[config.mk]
export PLATFORM = sky130hd
export DESIGN_NAME = lsu_dmem_ctrl
export DESIGN_NICKNAME = d
export VERILOG_FILES = /design/src/rtl/lsu_dmem_ctrl.sv
export SDC_FILE = /design/constraint.sdc
export NUM_CORES = 1
export LEC_CHECK = 0
export ABC_AREA = 1
export CORE_MARGIN = 5
export CORE_UTILIZATION = 52
export DETAILED_ROUTE_END_ITERATION = 12
export HOLD_SLACK_MARGIN = 0.1
export PLACE_DENSITY_LB_ADDON = 0.15
export SKIP_LAST_GASP = 1
export SLEW_MARGIN = 10
export SYNTH_ARGS = -nofsm -noshare
export SYNTH_HDL_FRONTEND = slang
export SYNTH_SLANG_ARGS = --single-unit
[constraint.sdc]
create_clock -name clk -period 7.9 [get_ports clk]
set_clock_uncertainty 0.1 [all_clocks]
set_input_delay 2.37 -clock clk [delete_from_list [all_inputs] [get_ports clk]]
set_output_delay 2.37 -clock clk [all_outputs]
set_load 0.01 [all_outputs]
[src/rtl/lsu_dmem_ctrl.sv]
// Load/store unit front end for a byte-lane data memory.
// Splits misaligned accesses into two word beats and extends load data.
module lsu_dmem_ctrl #(
    parameter int ADDR_W      = 12,
    parameter bit MISALIGN_EN = 1'b1
) (
    input  logic              clk,
    input  logic              rst,
    input  logic              req_valid,
    output logic              req_ready,
    input  logic              req_we,
    input  logic [1:0]        req_size,
    input  logic              req_unsigned,
    input  logic [31:0]       req_addr,
    input  logic [31:0]       req_wdata,
    output logic              rsp_valid,
    output logic [31:0]       rsp_rdata,
    output logic              rsp_err,
    output logic [3:0]        mem_wren,
    output logic [ADDR_W-3:0] mem_addr,
    output logic [31:0]       mem_wrdata,
    input  logic [31:0]       mem_rddata
);

    localparam int AW = ADDR_W - 2;
    localparam logic [AW-1:0] ONE = 1;

    typedef enum logic [2:0] {
        IDLE, ST_B2, LD_W1, LD_W1S, LD_W2
    } state_t;

    state_t        state_q, state_d;
    logic [AW-1:0] addr_q, addr_d, maddr_q;
    logic [1:0]    off_q, off_d, size_q, size_d;
    logic          uns_q, uns_d;
    logic [3:0]    wren2_q, wren2_d;
    logic [31:0]   wdata2_q, wdata2_d;
    logic [31:0]   lo_q, lo_d;
    logic [31:0]   rdata_q, rdata_d;
    logic          rvalid_q, rvalid_d, rerr_q, rerr_d;

    logic [1:0]    o;
    logic [AW-1:0] a;
    logic [3:0]    nb, mask;
    logic [7:0]    lanes;
    logic [63:0]   sh;
    logic          mis, err, accept;
    logic [3:0]    wren_c;
    logic [AW-1:0] maddr_c;
    logic [31:0]   wrdata_c;

    function automatic logic [31:0] extract(
        input logic [63:0] w,
        input logic [1:0]  ofs,
        input logic [1:0]  sz,
        input logic        uns
    );
        logic [63:0] s;
        logic [31:0] r;
        s = w >> {ofs, 3'b000};
        r = s[31:0];
        unique case (sz)
            2'd0:    r = {{24{~uns & r[7]}}, r[7:0]};
            2'd1:    r = {{16{~uns & r[15]}}, r[15:0]};
            default: r = s[31:0];
        endcase
        return r;
    endfunction

    // Request decode: byte offset, lane mask, shifted data, fault checks
    always_comb begin
        o      = req_addr[1:0];
        a      = req_addr[ADDR_W-1:2];
        nb     = 4'd1 << req_size;
        unique case (req_size)
            2'd0:    mask = 4'b0001;
            2'd1:    mask = 4'b0011;
            default: mask = 4'b1111;
        endcase
        lanes  = {4'b0000, mask} << o;
        sh     = {32'd0, req_wdata} << {o, 3'b000};
        mis    = ({2'b00, o} + nb) > 4'd4;
        err    = (req_size == 2'd3)
               || ((req_addr >> ADDR_W) != 32'd0)
               || (mis && (!MISALIGN_EN || (&a)));
        accept = req_valid & req_ready;
    end

    // Next-state, memory beat and response generation
    always_comb begin
        state_d  = state_q;
        addr_d   = addr_q;
        off_d    = off_q;
        size_d   = size_q;
        uns_d    = uns_q;
        wren2_d  = wren2_q;
        wdata2_d = wdata2_q;
        lo_d     = lo_q;
        rdata_d  = 32'd0;
        rvalid_d = 1'b0;
        rerr_d   = 1'b0;
        wren_c   = 4'b0000;
        maddr_c  = maddr_q;
        wrdata_c = 32'd0;
        unique case (state_q)
            IDLE: begin
                if (accept && err) begin
                    rvalid_d = 1'b1;
                    rerr_d   = 1'b1;
                end else if (accept) begin
                    addr_d   = a;
                    off_d    = o;
                    size_d   = req_size;
                    uns_d    = req_unsigned;
                    wren2_d  = lanes[7:4];
                    wdata2_d = sh[63:32];
                    maddr_c  = a;
                    if (req_we) begin
                        wren_c   = lanes[3:0];
                        wrdata_c = sh[31:0];
                        if (mis) state_d = ST_B2;
                        else     rvalid_d = 1'b1;
                    end else begin
                        state_d = mis ? LD_W1S : LD_W1;
                    end
                end
            end
            ST_B2: begin
                maddr_c  = addr_q + ONE;
                wren_c   = wren2_q;
                wrdata_c = wdata2_q;
                rvalid_d = 1'b1;
                state_d  = IDLE;
            end
            LD_W1: begin
                rdata_d  = extract({32'd0, mem_rddata}, off_q, size_q, uns_q);
                rvalid_d = 1'b1;
                state_d  = IDLE;
            end
            LD_W1S: begin
                maddr_c = addr_q + ONE;
                lo_d    = mem_rddata;
                state_d = LD_W2;
            end
            LD_W2: begin
                rdata_d  = extract({mem_rddata, lo_q}, off_q, size_q, uns_q);
                rvalid_d = 1'b1;
                state_d  = IDLE;
            end
            default: state_d = IDLE;
        endcase
    end

    // State and data registers; reset aborts any beat in flight
    always_ff @(posedge clk or posedge rst) begin
        if (rst) begin
            state_q  <= IDLE;
            addr_q   <= '0;
            maddr_q  <= '0;
            off_q    <= '0;
            size_q   <= '0;
            uns_q    <= 1'b0;
            wren2_q  <= '0;
            wdata2_q <= '0;
            lo_q     <= '0;
            rdata_q  <= '0;
            rvalid_q <= 1'b0;
            rerr_q   <= 1'b0;
        end else begin
            state_q  <= state_d;
            addr_q   <= addr_d;
            maddr_q  <= maddr_c;
            off_q    <= off_d;
            size_q   <= size_d;
            uns_q    <= uns_d;
            wren2_q  <= wren2_d;
            wdata2_q <= wdata2_d;
            lo_q     <= lo_d;
            rdata_q  <= rdata_d;
            rvalid_q <= rvalid_d;
            rerr_q   <= rerr_d;
        end
    end

    assign req_ready  = (state_q == IDLE) & ~rst;
    assign mem_wren   = wren_c & {4{~rst}};
    assign mem_addr   = maddr_c;
    assign mem_wrdata = wrdata_c;
    assign rsp_valid  = rvalid_q;
    assign rsp_rdata  = rdata_q;
    assign rsp_err    = rerr_q;

endmodule

# Yosys cells after proc, flatten, opt, wreduce, memory -nomap -nowiden
# Index checks and enable logic that the tools add are counted.
classes:
  n_lt_le_gt_ge: 1
  n_shift: 5
  n_bitwise: 10
  eq_ne: 10
  n_mux: 28
  n_reduce_logical: 13
  addsub: 2
op_table:
  columns: ["cell", "count"]
  rows:
  - ["$pmux W32 S2", 4]
  - ["$mux W32", 3]
  - ["$shl A32 B5 Y64", 1]
  - ["$shr A64 B5 Y32", 1]
  - ["$reduce_bool A32 Y1", 1]
  - ["$shr A32 B5 Y32", 1]
  - ["$mux W10", 2]
  - ["$pmux W10 S2", 1]
  - ["$pmux W4 S2", 2]
  - ["$mux W3", 4]
  - ["$mux W4", 3]
  - ["$add A10 B1 Y10 const B", 1]
  - ["$reduce_and A10 Y1", 1]
  - ["$shl A4 B2 Y8", 1]
  - ["$mux W1", 7]
  - ["$and A1 B1 Y1", 6]
  - ["$eq A3 B2 Y1 const B", 2]
  - ["$pmux W3 S2", 1]
  - ["$reduce_and A3 Y1", 2]
  - ["$add A2 B4 Y4", 1]
  - ["$and A4 B4 Y4", 1]
  - ["$eq A2 B1 Y1 const B", 2]
  - ["$gt A4 B3 Y1 const B", 1]
  - ["$logic_not A2 Y1", 2]
  - ["13 further kinds", 18]
totals:
  regBits: 130
  inputBits: 103
  word_cells: 81
  output_inout_bits: 81

# Depth between registers and ports, before layout
logic_depth:
  depth_word: 9
  ltp_mapped: 16
  mapped_depth_nobuf: 14

# Least setup slack after synthesis
# Ideal clock, no wire load.
synth_path:
  path_kind: "input to output"
  start: "in req_addr[0]"
  end: "out mem_wrdata[24]"
  required_time_ns: 5.430
  path_buffers: 4
  arrival_ns: 4.273
  stages: 14
  path_slack_ns: 1.157
  cell_sequence: "clkbuf_1 -> buf_2 -> clkbuf_1 -> inv_1 -> ha_1 -> nand2_1 -> nand2_1 -> nand2_1 -> nand2_2 -> nand3_4 -> inv_2 -> buf_6 -> nand2_2 -> nor2_1"
synth_between:
  elab_chain_len: 7
  word_cells_on_any_way: 10
  classes_between: "1 x add/sub; 1 x order compare; 1 x shift; 4 x mux; 3 x reduce/logical"
synth_lines:
  columns: ["element", "line_no", "rtl"]
  rows:
  - ["from (decl)", "14", "input logic [31:0] req_addr,"]
  - ["$add A2 B4 Y4", "82", "mis = ({2'b00, o} + nb) > 4'd4;"]
  - ["$gt A4 B3 Y1", "82", null]
  - ["$logic_and A1 B1 Y1", "85", "|| (mis && (!MISALIGN_EN || (&a)));"]
  - ["$logic_or A1 B1 Y1", "85", null]
  - ["$logic_and A1 B1 Y1", "107", "if (accept && err) begin"]
  - ["$mux W32 *", "107", null]
  - ["$pmux W32 S2 *", "105", "unique case (state_q)"]
  - ["to (decl)", "21", "output logic [31:0] mem_wrdata,"]
# Every way passes the cells marked *; elsewhere a longest branch is shown, timed or not.

# Worst setup path after layout
layout_path:
  start: "in req_size[0]"
  end: "out mem_wrdata[2]"
layout_between:
  elab_chain_len: 8
  word_cells_on_any_way: 10
  classes_between: "1 x add/sub; 1 x order compare; 1 x eq/ne; 1 x shift; 2 x mux; 4 x reduce/logical"
layout_lines:
  columns: ["element", "line_no", "rtl"]
  rows:
  - ["from (decl)", "12", "input logic [1:0] req_size,"]
  - ["$shl A1 B2 Y4", "74", "nb = 4'd1 << req_size;"]
  - ["$add A2 B4 Y4", "82", null]
  - ["$gt A4 B3 Y1", "82", null]
  - ["$logic_and A1 B1 Y1", "85", null]
  - ["$logic_or A1 B1 Y1 *", "85", null]
  - ["$logic_and A1 B1 Y1 *", "107", null]
  - ["$mux W32 *", "107", null]
  - ["$pmux W32 S2 *", "105", null]
# Marks and branches as above.

==> flow_summary.yaml <==
finish:
  fillers: 1228
  areaGrowthSynthToFinish_pct: 32.6
  antenna_cells: 0
  fin_nets: 1414
  layout-drive-gt1-share: 0.0705
  final_util: 0.709
logic_synthesis:
  synth_cells: 1156
  synth_top_area_frac: 0.387
  yosys.area.top_type: "dfrtp_1"
  yosysWarnings: 0
  ys_ff_latch: 121
  synth_edf_count: 0
  synth_area_leaders: "dfrtp_1 39%, nand2_1 18%, o21ai_0 10%, inv_1 5.0%, nor2_1 4.3%"
  async_reset_ff_frac: 1.00
  avgSynthCellArea_um2: 6.77
  yosysSeqAreaShare: 0.387
  synth_flop_cell: "dfrtp_1"
  ys_types: 45
  synth.cell_area_um2: 7830
  synthesis.nets: 1264
clocking:
  cts.sinks: 121
  clock_path_buffers: 2
  cts_tree: "built"
  postCtsSetupRepairBufs: 0
  clk_pin_slew_ns: 0.05
  post_cts_resize_count: 0
  cts_made_buffers: 17
  root_buffer: "clkbuf_16"
  cts_hold_buf: 0
  cts_max_level: 4
  insertion_delay_ns: 0.43
timing:
  rsz0062_at_grt: "true"
  period_needed_ns: 7.67
  slew_violations: 0
  hold_viol: 0
  timing.slew.headroom: 0.342
  finalSetupViolations: 0
  clock.fmax_mhz: 130
  finalCritPeriodShare: 0.971
  worstMarginPinSlew_ns: 0.988
  hold_ws_ns: 0.383
floorplan:
  start_util: 0.535
  die_w_um: 133
  core_um2: 14600
  dieArea_um2: 17600
  ios: 184
  placementRows: 44
  die_height_um: 133
critical_path:
  critPathArrivalTime_ns: 5.20
  crit_path_start_kind: "primary input"
  reg2reg_slack_ns: 4.94
  rr_startpoint: "off_q[1]"
  crit_start: "req_size[0]"
  reg2reg_depth: 8
  crit_end: "mem_wrdata[2]"
  critical_path_class: "in -> out"
  required_ns: 5.43
  end_kind: "primary output"
  worstPathMaxFanout: 9
  rr_endpoint: "rsp_rdata[30]"
run_status:
  status: "complete, no violations"
pwr:
  irDropWorstVdd_uv: 151
  p_seq_frac: 0.392
  swShare: 0.228
  power_frac_comb: 0.089
  p_leak_nw: 5.05
  power_density_nw_per_um2: 152
  power_mw: 1.58
  power_switching_mw: 0.360
  clkPwrFrac: 0.518
  internal-power_mw: 1.22
placement:
  gp_congestion: 0.952
  post-dp-hpwl_um: 16700
  io_buffers: 183
detailed_routing:
  drc: 0
  antenna_left: 0
  drt-initial-drc-count: 710
  drtPass1Iterations: 5
  via_per_inst: 5.46
  num_vias: 8199
  wl_um: 23900
  drt-wirelength-per-cell_um: 15.9
min_path:
  min_path_type: "reg -> reg"
grt:
  grt_pass1_wl_um: 39500
  grt-ovfl-total: 0
  grt_use_total: 0.275
  grt_max_degree: 86
  grt_pass1_vias: 8035
  antenna_found_initial: 0
run:
  drv_cap: 0
cells by family (layout without fill, tap and decap cells):
group | Yosys count | in the layout | synth area share
xor+xnor | 1 | 1 | 0.00112
compound gates | 246 | 246 | 0.174
mux | 17 | 17 | 0.0217
simple gates | 581 | 581 | 0.309
flops | 121 | 121 | 0.387
buf+inv | 185 | 348 | 0.0981
fa+ha+maj | 5 | 5 | 0.00895
flip-flops by register name, summed over array words and instances (netlist names):
register and flops:
addr_q 10, lo_q 32, maddr_q 10, off_q 2
rsp_err 1, rsp_rdata 32, rsp_valid 1, size_q 2
state_q 3, uns_q 1, wdata2_q 24, wren2_q 3
power groups by stage:
stage / Combinational (mW) / Clock (mW) / Sequential [mW]
after CTS: 0.142 / 0.826 / 0.621
after global placement: 0.141 / 0 / 0.632
after floorplan: 0.0604 / 0 / 0.632
final: 0.142 / 0.820 / 0.621
after detailed placement: 0.141 / 0 / 0.632
after global routing: 0.158 / 0.856 / 0.621
cell type report:
class | instances | area, um2 | area share
Timing Repair Buffer | 202 | 2020 | 0.195
Tap cell | 184 | 230 | 0.0222
Clock inverter | 12 | 174 | 0.0167
Clock buffer | 20 | 447 | 0.0430
Inverter | 114 | 438 | 0.0422
Sequential cell | 121 | 3030 | 0.292
Multi-Input combinational cell | 850 | 4040 | 0.389
routing by layer:
metal / GRT usage / routed length [um]
met1: 0.339 / 9630
met2: 0.458 / 11600
met3: 0.0733 / 1890
met4: 0.115 / 760
met5: 0 / 0
stage by stage:
stage                TNS, ns  cell area, um2  setup slack, ns  instances
floorplan                  0            7830             1.16       1156
global placement           0            9720            0.194       1470
detailed placement         0            9720            0.139       1470
CTS                        0           10300            0.141       1502
global route        -0.00613           10400         -0.00613       1503
finish                     0           10400            0.228       1503
critical path, cell delays in order:
cell and delay, ns:
clkdlybuf4s50_1 0.51, nor2_2 0.06, ha_1 0.20, fa_1 0.46, inv_1 0.06, nand2_1 0.04
nand2_1 0.07, nand2_1 0.09, nand2_2 0.13, nand4_2 0.34, o22ai_1 0.28, clkdlybuf4s50_1 0.58
synthesized netlist by cell type (2+ instances only):
cell type,instances
nand2_1,381
o21ai_0,162
dfrtp_1,121
inv_1,105
nor2_1,90
nand3_1,67
clkbuf_1,33
a21oi_1,28
buf_2,26
mux2i_1,17
nand4_1,17
o21ai_1,12
o21ai_2,10
o22ai_1,10
o211ai_1,9
inv_2,7
buf_4,6
nand2_2,5
nor2_2,5
nor3_1,5
ha_1,4
a221oi_1,3
a32o_1,3
buf_1,3
nor2_4,3
a22oi_1,2
buf_6,2
nand3_2,2
nor3_2,2
worst min path at each step:
stage / from / slack, ns / cells past startpoint / end
global route: lo_q[4] / 0.40 / 2 / lo_q[4]
floorplan: wren2_q[0] / 0.35 / 2 / wren2_q[0]
finish: lo_q[4] / 0.38 / 2 / lo_q[4]
CTS: lo_q[4] / 0.39 / 2 / lo_q[4]
detailed placement: lo_q[4] / 0.37 / 2 / lo_q[4]
global placement: wdata2_q[19] / 0.37 / 2 / wdata2_q[19]
placed cells by master, fill, tap and decap left out, types with 2 or more instances in the layout:
cell type and n:
nor2_4 3, inv_4 2, o21ai_1 12, o21ai_2 10, nor2_2 6, o22ai_1 10, clkinvlp_4 4, o211ai_1 9
clkdlybuf4s50_1 182, buf_4 15, nand3_2 2, nand2_1 381, clkbuf_16 18, nor2_1 89, clkinv_2 3, bufinv_16 4
a221oi_1 3, nand2_2 5, dfrtp_1 120, a21oi_1 28, mux2i_1 17, inv_2 6, a32o_1 3, nand3_1 67
nor3_1 5, nor3_4 2, o21ai_0 162, clkbuf_1 2, ha_1 4, a22oi_1 2, nand4_1 17, buf_12 3
inv_1 104
No activity file was read; power rests on OpenSTA's default activity.
